## src/rtl/iis_pkg.sv

```systemverilog
// rtl/iis_pkg.sv - shared types and helpers for the stereo serial-audio receiver
// Purpose: receiver FSM state type, slot bit-counter width helper, DATA_W limits.
// Ports: none (package).
package iis_pkg;

  localparam int DATA_W_MIN = 8;
  localparam int DATA_W_MAX = 32;

  typedef enum logic [1:0] {
    ST_SYNC  = 2'd0,
    ST_LEFT  = 2'd1,
    ST_RIGHT = 2'd2
  } iis_state_e;

  // Width of a counter able to hold SLOT_W (it saturates at all-ones).
  function automatic int slot_cnt_w(input int slot_w);
    return (slot_w < 1) ? 1 : $clog2(slot_w + 1);
  endfunction

endpackage

```

## src/rtl/iis_sync_edge.sv

```systemverilog
// rtl/iis_sync_edge.sv - multi-flop synchroniser with rising-edge detect
// Purpose: brings one asynchronous pin into the clk domain through STAGES flops and
//          flags the cycle in which the synchronised level goes 0 -> 1.
// Ports:   clk  in  system clock
//          rst  in  asynchronous active-high reset
//          d    in  asynchronous input
//          q    out synchronised level
//          rise out one-cycle pulse on synchronised 0 -> 1
module iis_sync_edge #(
  parameter int STAGES = 2
) (
  input  logic clk,
  input  logic rst,
  input  logic d,
  output logic q,
  output logic rise
);

  logic [STAGES-1:0] sync_q;
  logic              q_prev;

  always_ff @(posedge clk or posedge rst) begin
    if (rst) begin
      sync_q <= '0;
      q_prev <= 1'b0;
    end else begin
      sync_q <= {sync_q[STAGES-2:0], d};
      q_prev <= sync_q[STAGES-1];
    end
  end

  assign q    = sync_q[STAGES-1];
  assign rise = sync_q[STAGES-1] & ~q_prev;

endmodule

```

## src/rtl/iis_rx_stereo.sv

```systemverilog
// rtl/iis_rx_stereo.sv - stereo I2S / left-justified receiver with valid/ready pair output
// Purpose: oversamples bclk/lrck/sdata on pclk, deserialises left+right slots MSB first and
//          presents each frame as one stereo pair. Optional peak meters when IIS_RX_PEAK_EN
//          is defined.
// Ports:   pclk, preset            system clock, async active-high reset
//          mode_lj                 0 = I2S, 1 = left-justified (latched when leaving SYNC)
//          bclk, lrck, sdata       asynchronous serial-audio pins
//          out_valid/out_ready     pair handshake; out_left/out_right the pair
//          overrun                 pulse: pair replaced before it was taken
//          slot_err                pulse: committed slot length differed from SLOT_W
//          peak_left/peak_right    (IIS_RX_PEAK_EN) absolute peak per channel
//          peak_clr                (IIS_RX_PEAK_EN) clears both peaks
module iis_rx_stereo
  import iis_pkg::*;
#(
  parameter int DATA_W      = 16,
  parameter int SLOT_W      = 16,
  parameter int SYNC_STAGES = 2
) (
  input  logic              pclk,
  input  logic              preset,
  input  logic              mode_lj,
  input  logic              bclk,
  input  logic              lrck,
  input  logic              sdata,
  output logic              out_valid,
  input  logic              out_ready,
  output logic [DATA_W-1:0] out_left,
  output logic [DATA_W-1:0] out_right,
  output logic              overrun,
  output logic              slot_err
`ifdef IIS_RX_PEAK_EN
  ,
  input  logic              peak_clr,
  output logic [DATA_W-1:0] peak_left,
  output logic [DATA_W-1:0] peak_right
`endif
);

  if (DATA_W < DATA_W_MIN || DATA_W > DATA_W_MAX) begin : g_bad_data_w
    $error("iis_rx_stereo: DATA_W out of range");
  end

  localparam int                CW       = slot_cnt_w(SLOT_W);
  localparam logic [CW-1:0]     CNT_MAX  = '1;
  localparam logic [CW-1:0]     SLOT_LEN = CW'(SLOT_W);
  localparam logic [DATA_W-1:0] MSB_ONLY = {1'b1, {(DATA_W-1){1'b0}}};

  logic tick, lrck_s, sdata_s;
  logic bclk_s_unused, lrck_rise_unused, sdata_rise_unused;

  iis_sync_edge #(.STAGES(SYNC_STAGES)) u_sync_bclk (
    .clk(pclk), .rst(preset), .d(bclk), .q(bclk_s_unused), .rise(tick));
  iis_sync_edge #(.STAGES(SYNC_STAGES)) u_sync_lrck (
    .clk(pclk), .rst(preset), .d(lrck), .q(lrck_s), .rise(lrck_rise_unused));
  iis_sync_edge #(.STAGES(SYNC_STAGES)) u_sync_sdata (
    .clk(pclk), .rst(preset), .d(sdata), .q(sdata_s), .rise(sdata_rise_unused));

  iis_state_e        state;
  logic              mode_q, lrck_prev, pair_ld;
  logic [DATA_W-1:0] sr, mask, left_hold, pend_left, pend_right;
  logic [CW-1:0]     bit_cnt;

  // lrck edges are judged tick-to-tick, so a glitch between bclk rises is invisible.
  logic lr_rise, lr_fall;
  assign lr_rise = tick &  lrck_s & ~lrck_prev;
  assign lr_fall = tick & ~lrck_s &  lrck_prev;

  // mask is one-hot on the next bit position to fill; it empties after DATA_W bits so
  // any longer slot leaves the captured word untouched.
  logic [DATA_W-1:0] sr_app;
  logic [CW-1:0]     cnt_app;
  assign sr_app  = sdata_s ? (sr | mask) : sr;
  assign cnt_app = (bit_cnt == CNT_MAX) ? bit_cnt : bit_cnt + 1'b1;

  // I2S: the edge-tick bit closes the old slot. LJ: it opens the new one.
  logic [DATA_W-1:0] word_c;
  logic [CW-1:0]     wcnt_c;
  assign word_c = mode_q ? sr      : sr_app;
  assign wcnt_c = mode_q ? bit_cnt : cnt_app;

  logic              start_lj;
  logic [DATA_W-1:0] first_sr, first_mask;
  logic [CW-1:0]     first_cnt;
  assign start_lj   = (state == ST_SYNC) ? mode_lj : mode_q;
  assign first_sr   = (start_lj && sdata_s) ? MSB_ONLY : '0;
  assign first_mask = start_lj ? (MSB_ONLY >> 1) : MSB_ONLY;
  assign first_cnt  = start_lj ? CW'(1) : '0;

  always_ff @(posedge pclk or posedge preset) begin
    if (preset) begin
      state      <= ST_SYNC;
      mode_q     <= 1'b0;
      lrck_prev  <= 1'b0;
      sr         <= '0;
      mask       <= '0;
      bit_cnt    <= '0;
      left_hold  <= '0;
      pend_left  <= '0;
      pend_right <= '0;
      pair_ld    <= 1'b0;
      slot_err   <= 1'b0;
    end else begin
      pair_ld  <= 1'b0;
      slot_err <= 1'b0;
      if (tick) begin
        lrck_prev <= lrck_s;
        case (state)
          ST_SYNC: begin
            if (lr_fall) begin
              state   <= ST_LEFT;
              mode_q  <= mode_lj;
              sr      <= first_sr;
              mask    <= first_mask;
              bit_cnt <= first_cnt;
            end
          end
          ST_LEFT, ST_RIGHT: begin
            if ((state == ST_LEFT && lr_rise) || (state == ST_RIGHT && lr_fall)) begin
              slot_err <= (wcnt_c != SLOT_LEN);
              sr       <= first_sr;
              mask     <= first_mask;
              bit_cnt  <= first_cnt;
              if (state == ST_LEFT) begin
                left_hold <= word_c;
                state     <= ST_RIGHT;
              end else begin
                pend_left  <= left_hold;
                pend_right <= word_c;
                pair_ld    <= 1'b1;
                state      <= ST_LEFT;
              end
            end else begin
              sr      <= sr_app;
              mask    <= mask >> 1;
              bit_cnt <= cnt_app;
            end
          end
          default: state <= ST_SYNC;
        endcase
      end
    end
  end

  // A load coinciding with an accept keeps valid high; a load onto an untaken pair overruns.
  always_ff @(posedge pclk or posedge preset) begin
    if (preset) begin
      out_valid <= 1'b0;
      out_left  <= '0;
      out_right <= '0;
      overrun   <= 1'b0;
    end else begin
      overrun <= pair_ld & out_valid & ~out_ready;
      if (pair_ld) begin
        out_left  <= pend_left;
        out_right <= pend_right;
        out_valid <= 1'b1;
      end else if (out_ready) begin
        out_valid <= 1'b0;
      end
    end
  end

`ifdef IIS_RX_PEAK_EN
  // Magnitude of a two's-complement sample; the most negative value clips to max positive.
  function automatic logic [DATA_W-1:0] abs_sat(input logic [DATA_W-1:0] w);
    if (!w[DATA_W-1]) return w;
    if (w == MSB_ONLY) return ~MSB_ONLY;
    return -w;
  endfunction

  logic [DATA_W-1:0] word_abs;
  logic              commit_left, commit_right;
  assign word_abs     = abs_sat(word_c);
  assign commit_left  = (state == ST_LEFT)  & lr_rise;
  assign commit_right = (state == ST_RIGHT) & lr_fall;

  always_ff @(posedge pclk or posedge preset) begin
    if (preset) begin
      peak_left  <= '0;
      peak_right <= '0;
    end else if (peak_clr) begin
      peak_left  <= '0;
      peak_right <= '0;
    end else begin
      if (commit_left && word_abs > peak_left)   peak_left  <= word_abs;
      if (commit_right && word_abs > peak_right) peak_right <= word_abs;
    end
  end
`endif

endmodule

```

## config.mk

```make
export PLATFORM = sky130hd
export DESIGN_NAME = iis_rx_stereo
export DESIGN_NICKNAME = d
export VERILOG_FILES = /design/src/rtl/iis_pkg.sv /design/src/rtl/iis_sync_edge.sv /design/src/rtl/iis_rx_stereo.sv
export SDC_FILE = /design/constraint.sdc
export NUM_CORES = 1
export LEC_CHECK = 0
export CAP_MARGIN = 10
export CORE_ASPECT_RATIO = 2
export CORE_MARGIN = 1.5
export CORE_UTILIZATION = 35
export DETAILED_ROUTE_END_ITERATION = 6
export HOLD_SLACK_MARGIN = 0.03
export PLACE_DENSITY = 0.62
export SKIP_LAST_GASP = 1
export SYNTH_ARGS = -nofsm -noshare
export SYNTH_HDL_FRONTEND = slang
export SYNTH_HIERARCHICAL = 1
export SYNTH_SLANG_ARGS = --single-unit
```

## constraint.sdc

```tcl
create_clock -name pclk -period 4.5 [get_ports pclk]
set_input_delay 0.9 -clock pclk [delete_from_list [all_inputs] [get_ports pclk]]
set_output_delay 0.9 -clock pclk [all_outputs]
set_load 0.005 [all_outputs]
```

==> results.tsv, run 1 <==
stage	metric	value	unit
power_and_ir_drop	finalPower	3.27	mW
place	placed_cell_area	0.00576	sq mm
floorplan	die_h	175	microns
clock_tree	clk_pin_slew	60	ps
yosys	netlist_area	0.00516	sq mm
detailed_routing	vias_per_cell	4.93	
global_route	grt_usage	13.8	%
place	place_inst	631	
floorplan	ios	42	
place	gp_congestion	0.760	
timing	finalSetupViolations	0	
floorplan	core	0.0144	sq mm
clock_tree	cts_tree	built	
timing	setup-tns-final	0	ps
place	dp_hpwl	6.44	mm
global_route	grt_pass1_vias	3439	
timing	hold_viol	0	
place	pre_cts_ws	1960	ps
job	drv_cap	0	
timing	grt_setup_unrepaired	no	
timing	fmax	451	MHz
detailed_routing	firstDrtPassIters	4	
clock_tree	cts_resized	0	
floorplan	rows	62	
floorplan	die_area	0.0155	sq mm
worst_setup_path	r2r_start	state[0]	
layout	diodes	0	
layout	postLayoutCoreUtil	44.4	%
clock_tree	ctsHoldBuffers	0	
detailed_routing	routed-via-count	3268	
worst_hold_path	hold_path.class	register to register	
global_route	grt_remaining_overflow	0	
layout	finalNonFillerCells	663	
layout	stdcell_area	0.00637	sq mm
detailed_routing	wl_per_cell	14.4	microns
worst_setup_path	crit_path_max_fanout	21	
detailed_routing	ant_nets	0	
yosys	synth_warnings	6	
global_route	grt_pass1_wl	16.4	mm
worst_setup_path	arrival	2500	ps
floorplan	initial_core_util	35.9	%
global_route	antenna_found_initial	0	
outcome	status	completed	
worst_setup_path	r2r-end	mask[14]	
clock_tree	clkLatencyLatePin	410	ps
timing	timing.final.ws_setup	2280	ps
yosys	synthCells	413	
worst_setup_path	worstPathRequired	4790	ps
worst_setup_path	cp-end-kind	register	
timing	slew_headroom	21.0	%
worst_setup_path	critical_path_class	register to register	
timing	worstMarginPinSlew	1180	ps
detailed_routing	drc	0	
layout	nets	470	
power_and_ir_drop	ir_drop	308	uV
power_and_ir_drop	power.leakage	3.01	nW
worst_setup_path	endpoint	mask[14]	
global_route	grt_max_degree	82	
detailed_routing	wirelength	9.55	mm
clock_tree	ctsHtreeMaxLevel	4	
clock_tree	clockBufferDepth	2	
floorplan	dieWidth	88.8	microns
layout	syn_to_final_growth	23.6	%
clock_tree	cts_setup_buffers	0	
detailed_routing	drt_iter0_drc	170	
worst_setup_path	reg2regPathDepth	6	
timing	fin_worst_skew	9.49	ps
clock_tree	cts.sinks	132	
timing	hold-worst-slack	351	ps
worst_setup_path	rrSetupSlack	2280	ps
timing	period_share	49.3	%
power_and_ir_drop	p_per_area	513	mW/mm^2
yosys	synth.avg_cell_area	12.5	sq um
place	place.port_buffers	41	
clock_tree	tritoncts.num_buffers	17	
worst_setup_path	cp-startpoint	state[0]	
worst_setup_path	start_kind	register	
timing	finalCriticalPeriod	2220	ps
timing	slew_viol_final	0	
clock_tree	cts_root_buffer	clkbuf_16	
yosys	syn-num-nets	425	
layout	drive_above_1_share	16.6	%
## critical path: stages (launching register included)
cell and delay [ps]:
dfrtp_1 370, inv_1 80, ha_1 370, nand3b_1 170
and2_1 630, o22ai_1 140, a221o_1 320
## sequential cells by signal, indices dropped and copies added, names as in the netlist, 2 cells and up
name and flops:
u_sync_sdata/sync_q 2, bit_cnt 5, mask 16, u_sync_lrck/sync_q 2, out_right 16, sr 16
out_left 16, left_hold 16, u_sync_bclk/sync_q 2, pend_left 16, pend_right 16, state 2
## power breakdown
part / internal (mW) / switching, mW
clock network: 0.887 / 0.545
registers: 1.29 / 0.107
logic: 0.166 / 0.275
total: 2.34 / 0.927
## how the worst min path moves through the flow
stage | end | from | depth (start not counted) | slack (ps)
after floorplan | u_sync_bclk/sync_q[1] | u_sync_bclk/sync_q[0] | 0 | 330
after global placement | u_sync_sdata/sync_q[1] | u_sync_sdata/sync_q[0] | 0 | 330
after detailed placement | u_sync_bclk/sync_q[1] | u_sync_bclk/sync_q[0] | 0 | 340
after CTS | u_sync_bclk/sync_q[1] | u_sync_bclk/sync_q[0] | 0 | 360
after global routing | u_sync_lrck/sync_q[1] | u_sync_lrck/sync_q[0] | 0 | 370
final | u_sync_bclk/sync_q[1] | u_sync_bclk/sync_q[0] | 0 | 350
## layout by cell type, fill, tap and decap left out, types with 2 or more instances in the layout
master             n
a21oi_1           34
a22o_1            15
a41oi_1            2
and2_1             2
and3_1             2
and4b_1            3
buf_4              6
bufinv_16          3
clkbuf_16         17
clkdlybuf4s50_1   41
clkinvlp_4         2
dfrtp_1          132
ha_1               5
inv_1             12
inv_6              7
mux2_1            17
mux2_2            34
mux2i_1            3
nand2_1           39
nand3_1            2
nand3b_1           3
nand4_1            2
nor2_1            19
nor2b_1            3
nor3_1             2
o211ai_1           2
o21ai_0            5
o21ai_1           32
## final cells by class
type                            instances  area, sq um
Timing Repair Buffer                   47          455
Clock buffer                           17          425
Fill cell                            1303         7980
Clock inverter                         15          191
Inverter                               14         55.1
Sequential cell                       132         3300
Tap cell                              192          240
Multi-Input combinational cell        246         1700
## per-layer routing
layer  track usage [%]  wire [microns]  share of wire (%)  up-vias
li1                  -               -                  -     1557
met1              15.1            3760                 39     1637
met2              24.4            5390                 56       61
met4              6.18             158                1.7        0
met5                 0               0                  0        -
met3              3.21             243                2.5       13
No activity file was read; power rests on OpenSTA's default activity.
==> run 2, diff against run 1 <==
- PLACE_DENSITY: 0.62 -> 0.63
- clock period: 4.5 -> 2 ns (I/O delays scaled with it)
==> run 2 against run 1 <==
Critical path depth unchanged. Clock power is 130% higher. Maximum frequency rose by 16%. Largest cell class unchanged. Largest power group unchanged. Highest routed layer unchanged.
==> results.tsv, run 2 (synthesized netlist as in run 1, its figures left out) <==
stage	metric	value	unit	change
worst_setup_path	rrSetupSlack	90	ps	was 2280 ps
worst_setup_path	critical_path.top_delay_family	simple AND/OR/NAND/NOR gates		unchanged
clock_tree	cts_root_buffer	clkbuf_16		unchanged
detailed_routing	wirelength	9.52	mm	was 9.55 mm
clock_tree	cts_tree	built		unchanged
power_and_ir_drop	finalPower	7.48	mW	was 3.27 mW
power_and_ir_drop	power.leakage	3.06	nW	was 3.01 nW
worst_hold_path	hold_path.class	primary input to asynchronous set/reset pin		was register to register
worst_setup_path	crit_path_max_fanout	7		was 21
layout	final_common_cell	dfrtp_1		unchanged
detailed_routing	routed-via-count	3262		was 3268
global_route	grt_pass1_vias	3387		was 3439
clock_tree	tritoncts.num_buffers	17		unchanged
layout	drive_above_1_share	17.9	%	was 16.6%
worst_setup_path	reg2regPathDepth	6		unchanged
timing	grt_setup_unrepaired	no		unchanged
power_and_ir_drop	ir_drop	661	uV	was 308 uV
worst_setup_path	crit_buf_inv	1		unchanged
layout	final_cell_mix	132 x dfrtp_1, 41 x clkdlybuf4s50_1, 39 x nand2_1, 34 x a21oi_1, 34 x mux2_2		unchanged
clock_tree	cts_setup_buffers	0		unchanged
layout	nets	476		was 470
place	place.port_buffers	41		unchanged
worst_setup_path	cp-end-kind	register		unchanged
layout	fillers	1284		was 1303
global_route	grt_usage	13.8	%	about the same
power_and_ir_drop	p_per_area	1150	mW/mm^2	was 513 mW/mm^2
floorplan	initial_core_util	35.9	%	unchanged
layout	syn_to_final_growth	26.1	%	was 23.6%
detailed_routing	drc	0		unchanged
place	dp_hpwl	6.49	mm	was 6.44 mm
clock_tree	clkLatencyLatePin	420	ps	was 410 ps
global_route	grt_remaining_overflow	0		unchanged
floorplan	dieWidth	88.8	microns	unchanged
worst_setup_path	r2r_start	state[0]		unchanged
timing	fmax	525	MHz	was 451 MHz
timing	fin_worst_skew	13.5	ps	was 9.49 ps
worst_setup_path	r2r-end	bit_cnt[0]		was mask[14]
clock_tree	clk_pin_slew	60	ps	about the same
clock_tree	ctsHtreeMaxLevel	4		unchanged
detailed_routing	vias_per_cell	4.88		was 4.93
worst_setup_path	start_kind	register		unchanged
timing	slew_viol_final	0		unchanged
timing	setup-tns-final	0	ps	unchanged
global_route	antenna_found_initial	0		unchanged
clock_tree	cts.sinks	132		unchanged
place	gp_congestion	0.812		was 0.760
layout	diodes	0		unchanged
timing	slew_headroom	54.1	%	was 21.0%
global_route	grt_pass1_wl	16.4	mm	about the same
job	drv_cap	0		unchanged
floorplan	ios	42		unchanged
clock_tree	clockBufferDepth	2		unchanged
floorplan	die_h	175	microns	unchanged
outcome	status	completed		unchanged
floorplan	rows	62		unchanged
place	placed_cell_area	0.00587	sq mm	was 0.00576 sq mm
worst_setup_path	worstPathRequired	2290	ps	was 4790 ps
timing	hold_viol	0		unchanged
timing	period_share	95.3	%	was 49.3%
layout	stdcell_area	0.00650	sq mm	was 0.00637 sq mm
worst_setup_path	crit_path_top_delay_cell	dfrtp_1		was and2_1
timing	hold-worst-slack	282	ps	was 351 ps
detailed_routing	ant_nets	0		unchanged
timing	finalSetupViolations	0		unchanged
layout	postLayoutCoreUtil	45.3	%	was 44.4%
floorplan	die_area	0.0155	sq mm	unchanged
global_route	grt_max_degree	78		was 82
worst_setup_path	critical_path_class	register to register		unchanged
layout	multi_input_area	0.00171	sq mm	was 0.00170 sq mm
detailed_routing	drt_iter0_drc	193		was 170
layout	regArea	0.00330	sq mm	unchanged
detailed_routing	firstDrtPassIters	4		unchanged
floorplan	core	0.0144	sq mm	unchanged
clock_tree	ctsHoldBuffers	0		unchanged
timing	worstMarginPinSlew	688	ps	was 1180 ps
worst_setup_path	arrival	2200	ps	was 2500 ps
detailed_routing	wl_per_cell	14.2	microns	was 14.4 microns
worst_setup_path	cp_cell_sequence	inv_1 > ha_1 > nand3b_1 > and2_1 > nor2_1 > a221oi_2		was inv_1 > ha_1 > nand3b_1 > and2_1 > o22ai_1 > a221o_1
worst_setup_path	cpPeakStageDelay	380	ps	was 630 ps
timing	finalCriticalPeriod	1910	ps	was 2220 ps
run 2: changes by cell type in the layout (fill, tap and decap cells not counted), sizes merged:
cell / before / now
clkinv: 2 / 4
bufinv: 3 / 4
buf: 6 / 12
inv: 22 / 16
clkinvlp: 2 / 4
run 2: worst max-delay path by stage:
stage | startpoint | to | slack (ps) | cells after the start
after CTS | state[0] | bit_cnt[0] | 7 | 6
after global routing | state[0] | sr[15] | 20 | 6
after global placement | state[0] | bit_cnt[0] | 120 | 6
final | state[0] | bit_cnt[0] | 90 | 6
after floorplan | preset | bit_cnt[0] | 60 | 1
after detailed placement | state[0] | bit_cnt[0] | 20 | 6
run 2: repair_timing:
action / 4_1_cts / 5_1_grt
resized for setup: 0 / 2
hold endpoints to repair: 0 / 0
setup endpoints to repair: 0 / 2
run 2: metrics by stage:
stage          setup WS (ps)  instances
3_3_place_gp             119        637
3_5_place_dp            18.2        637
5_1_grt                 21.2        668
4_1_cts                 6.85        668
2_1_floorplan           60.7        413
6_report                94.5        668
run 2: metal layers:
metal / vias to the layer above / global-route usage [%] / wire (microns)
met2: 58 / 23.9 / 5340
li1: 1557 / - / -
met1: 1634 / 15.5 / 3750
met4: 0 / 6.97 / 206
met5: - / 0 / 0
met3: 13 / 2.74 / 222
run 2: power by group:
part / internal [mW] / total (mW) / switching (mW)
Sequential: 2.90 / 3.13 / 0.238
Combinational: 0.428 / 1.07 / 0.643
Clock: 2.10 / 3.28 / 1.18
Total: 5.42 / 7.48 / 2.06
run 2: cell type report:
class | instances | area share, %
inverters | 14 | 0.866
clock buffers | 17 | 6.54
multi-input cells | 246 | 26.3
well taps | 192 | 3.69
clock inverters | 14 | 3.12
repair buffers | 53 | 8.66
flip-flops and latches | 132 | 50.8
run 2: worst reg2reg max path, cell delays in order, from the launching register on:
cell      delay, ps
dfrtp_1         380
inv_1            90
ha_1            380
nand3b_1        170
and2_1          290
nor2_1          120
a221oi_2        360
==> run 3, diff against run 2 <==
- RECOVER_POWER: default -> 50
==> run 3 against run 2 <==
Worst setup slack got worse by 1.4 ps. Wire length grew 0.15%. Critical path depth is the same. Largest cell class unchanged.
==> results.tsv, run 3 (synthesized netlist as in run 1, its figures left out) <==
stage	metric	value	unit	change
outcome	status	completed		unchanged
layout	nets	476		unchanged
place	dp_hpwl	6.49	mm	unchanged
detailed_routing	wirelength	9.53	mm	was 9.52 mm
timing	worstMarginPinSlew	1070	ps	was 688 ps
detailed_routing	routed-via-count	3250		was 3262
timing	grt_setup_unrepaired	no		unchanged
layout	final_cell_mix	132 x dfrtp_1, 39 x nand2_1, 37 x clkdlybuf4s50_1, 34 x a21oi_1, 34 x mux2_2		was 132 x dfrtp_1, 41 x clkdlybuf4s50_1, 39 x nand2_1, 34 x a21oi_1, 34 x mux2_2
layout	drive_above_1_share	17.6	%	was 17.9%
clock_tree	ctsHtreeMaxLevel	4		unchanged
place	gp_congestion	0.812		unchanged
worst_setup_path	arrival	2200	ps	about the same
worst_setup_path	critical_path_class	register to register		unchanged
timing	period_share	95.3	%	about the same
detailed_routing	wl_per_cell	14.3	microns	was 14.2 microns
layout	postLayoutCoreUtil	45.1	%	was 45.3%
detailed_routing	ant_nets	0		unchanged
clock_tree	tritoncts.num_buffers	17		unchanged
floorplan	initial_core_util	35.9	%	unchanged
worst_hold_path	hold_path.class	register to register		was primary input to asynchronous set/reset pin
clock_tree	cts.sinks	132		unchanged
place	place_inst	637		unchanged
global_route	grt_pass1_wl	16.4	mm	unchanged
clock_tree	clockBufferDepth	2		unchanged
floorplan	die_h	175	microns	unchanged
timing	setup-tns-final	0	ps	unchanged
timing	timing.final.ws_setup	93.0	ps	was 94.5 ps
floorplan	die_area	0.0155	sq mm	unchanged
global_route	grt_max_degree	78		unchanged
floorplan	dieWidth	88.8	microns	unchanged
global_route	antenna_found_initial	0		unchanged
timing	slew_viol_final	0		unchanged
detailed_routing	drc	0		unchanged
job	drv_cap	0		unchanged
timing	hold_viol	0		unchanged
worst_setup_path	worstPathRequired	2290	ps	about the same
timing	finalSetupViolations	0		unchanged
layout	stdcell_area	0.00647	sq mm	was 0.00650 sq mm
power_and_ir_drop	p_per_area	1150	mW/mm^2	about the same
worst_setup_path	start_kind	register		unchanged
clock_tree	cts_tree	built		unchanged
worst_setup_path	rrSetupSlack	90	ps	about the same
timing	slew_headroom	28.5	%	was 54.1%
place	pre_cts_ws	18.2	ps	unchanged
place	placed_cell_area	0.00587	sq mm	unchanged
global_route	grt_usage	13.8	%	unchanged
timing	fin_worst_skew	11.8	ps	was 13.5 ps
global_route	grt_remaining_overflow	0		unchanged
worst_setup_path	crit_path_max_fanout	7		unchanged
floorplan	ios	42		unchanged
clock_tree	cts_root_buffer	clkbuf_16		unchanged
layout	final_common_cell	dfrtp_1		unchanged
layout	syn_to_final_growth	25.4	%	was 26.1%
timing	finalCriticalPeriod	1910	ps	about the same
detailed_routing	drt_iter0_drc	193		unchanged
detailed_routing	vias_per_cell	4.87		was 4.88
floorplan	core	0.0144	sq mm	unchanged
clock_tree	clk_pin_slew	60	ps	about the same
power_and_ir_drop	power.leakage	3.05	nW	was 3.06 nW
power_and_ir_drop	ir_drop	656	uV	was 661 uV
layout	diodes	0		unchanged
worst_setup_path	cp-end-kind	register		unchanged
timing	fmax	524	MHz	was 525 MHz
layout	finalNonFillerCells	668		unchanged
global_route	grt_pass1_vias	3387		unchanged
floorplan	rows	62		unchanged
clock_tree	clkLatencyLatePin	410	ps	was 420 ps
detailed_routing	firstDrtPassIters	4		unchanged
place	place.port_buffers	41		unchanged
run 3: changes by cell type in the layout (fill, tap and decap cells not counted), sizes merged:
| cell | previous run | this run |
|---|---|---|
| buf | 12 | 10 |
| clkdlybuf4s50 | 41 | 37 |
| dlygate4sd3 | 0 | 4 |
| clkbuf | 17 | 19 |
run 3: critical path, cell delays in order (launching register included):
cell      delay, ps
dfrtp_1         380
inv_1            90
ha_1            380
nand3b_1        170
and2_1          290
nor2_1          110
a221oi_2        360
run 3: metal layers:
metal / routed length, microns / track usage (%)
met5: 0 / 0
met4: 192 / 6.97
met3: 164 / 2.74
met2: 5360 / 23.9
met1: 3810 / 15.5
run 3: path summary, 6_finish.rpt:
path	end	from	cells after the start
worst max-delay path	bit_cnt[0]	state[0]	6
worst min-delay path	u_sync_lrck/sync_q[1]	u_sync_lrck/sync_q[0]	0
worst max register to register	bit_cnt[0]	state[0]	6
worst min register to register	u_sync_lrck/sync_q[1]	u_sync_lrck/sync_q[0]	0
max in group asynchronous	pend_right[12]	preset	3
min in group asynchronous	u_sync_lrck/sync_q[0]	preset	2
run 3: what timing repair did:
action | in CTS | in global routing
gates resized for setup | 0 | 2
hold buffers | 0 | 0
setup buffers | 0 | 0
endpoints found under the setup margin | 0 | 2
run 3: cell type report:
class	count	area [sq um]
clock buffers	17	425
clock inverters	14	203
fillers	1289	7880
inverters	14	53.8
multi-input cells	246	1710
flip-flops and latches	132	3300
well taps	192	240
repair buffers	53	532
run 3: stage by stage:
stage	total power, mW	hold WS (ps)
floorplan	3.88	141
global placement	4.18	335
detailed placement	4.23	339
CTS	7.54	269
global route	7.82	354
finish	7.47	349
run 3: report_power, final:
| part | internal [mW] | leakage, nW | switching (mW) |
|---|---|---|---|
| clock | 2.10 | 0.298 | 1.18 |
| sequential | 2.90 | 1.81 | 0.239 |
| combinational | 0.420 | 0.942 | 0.644 |
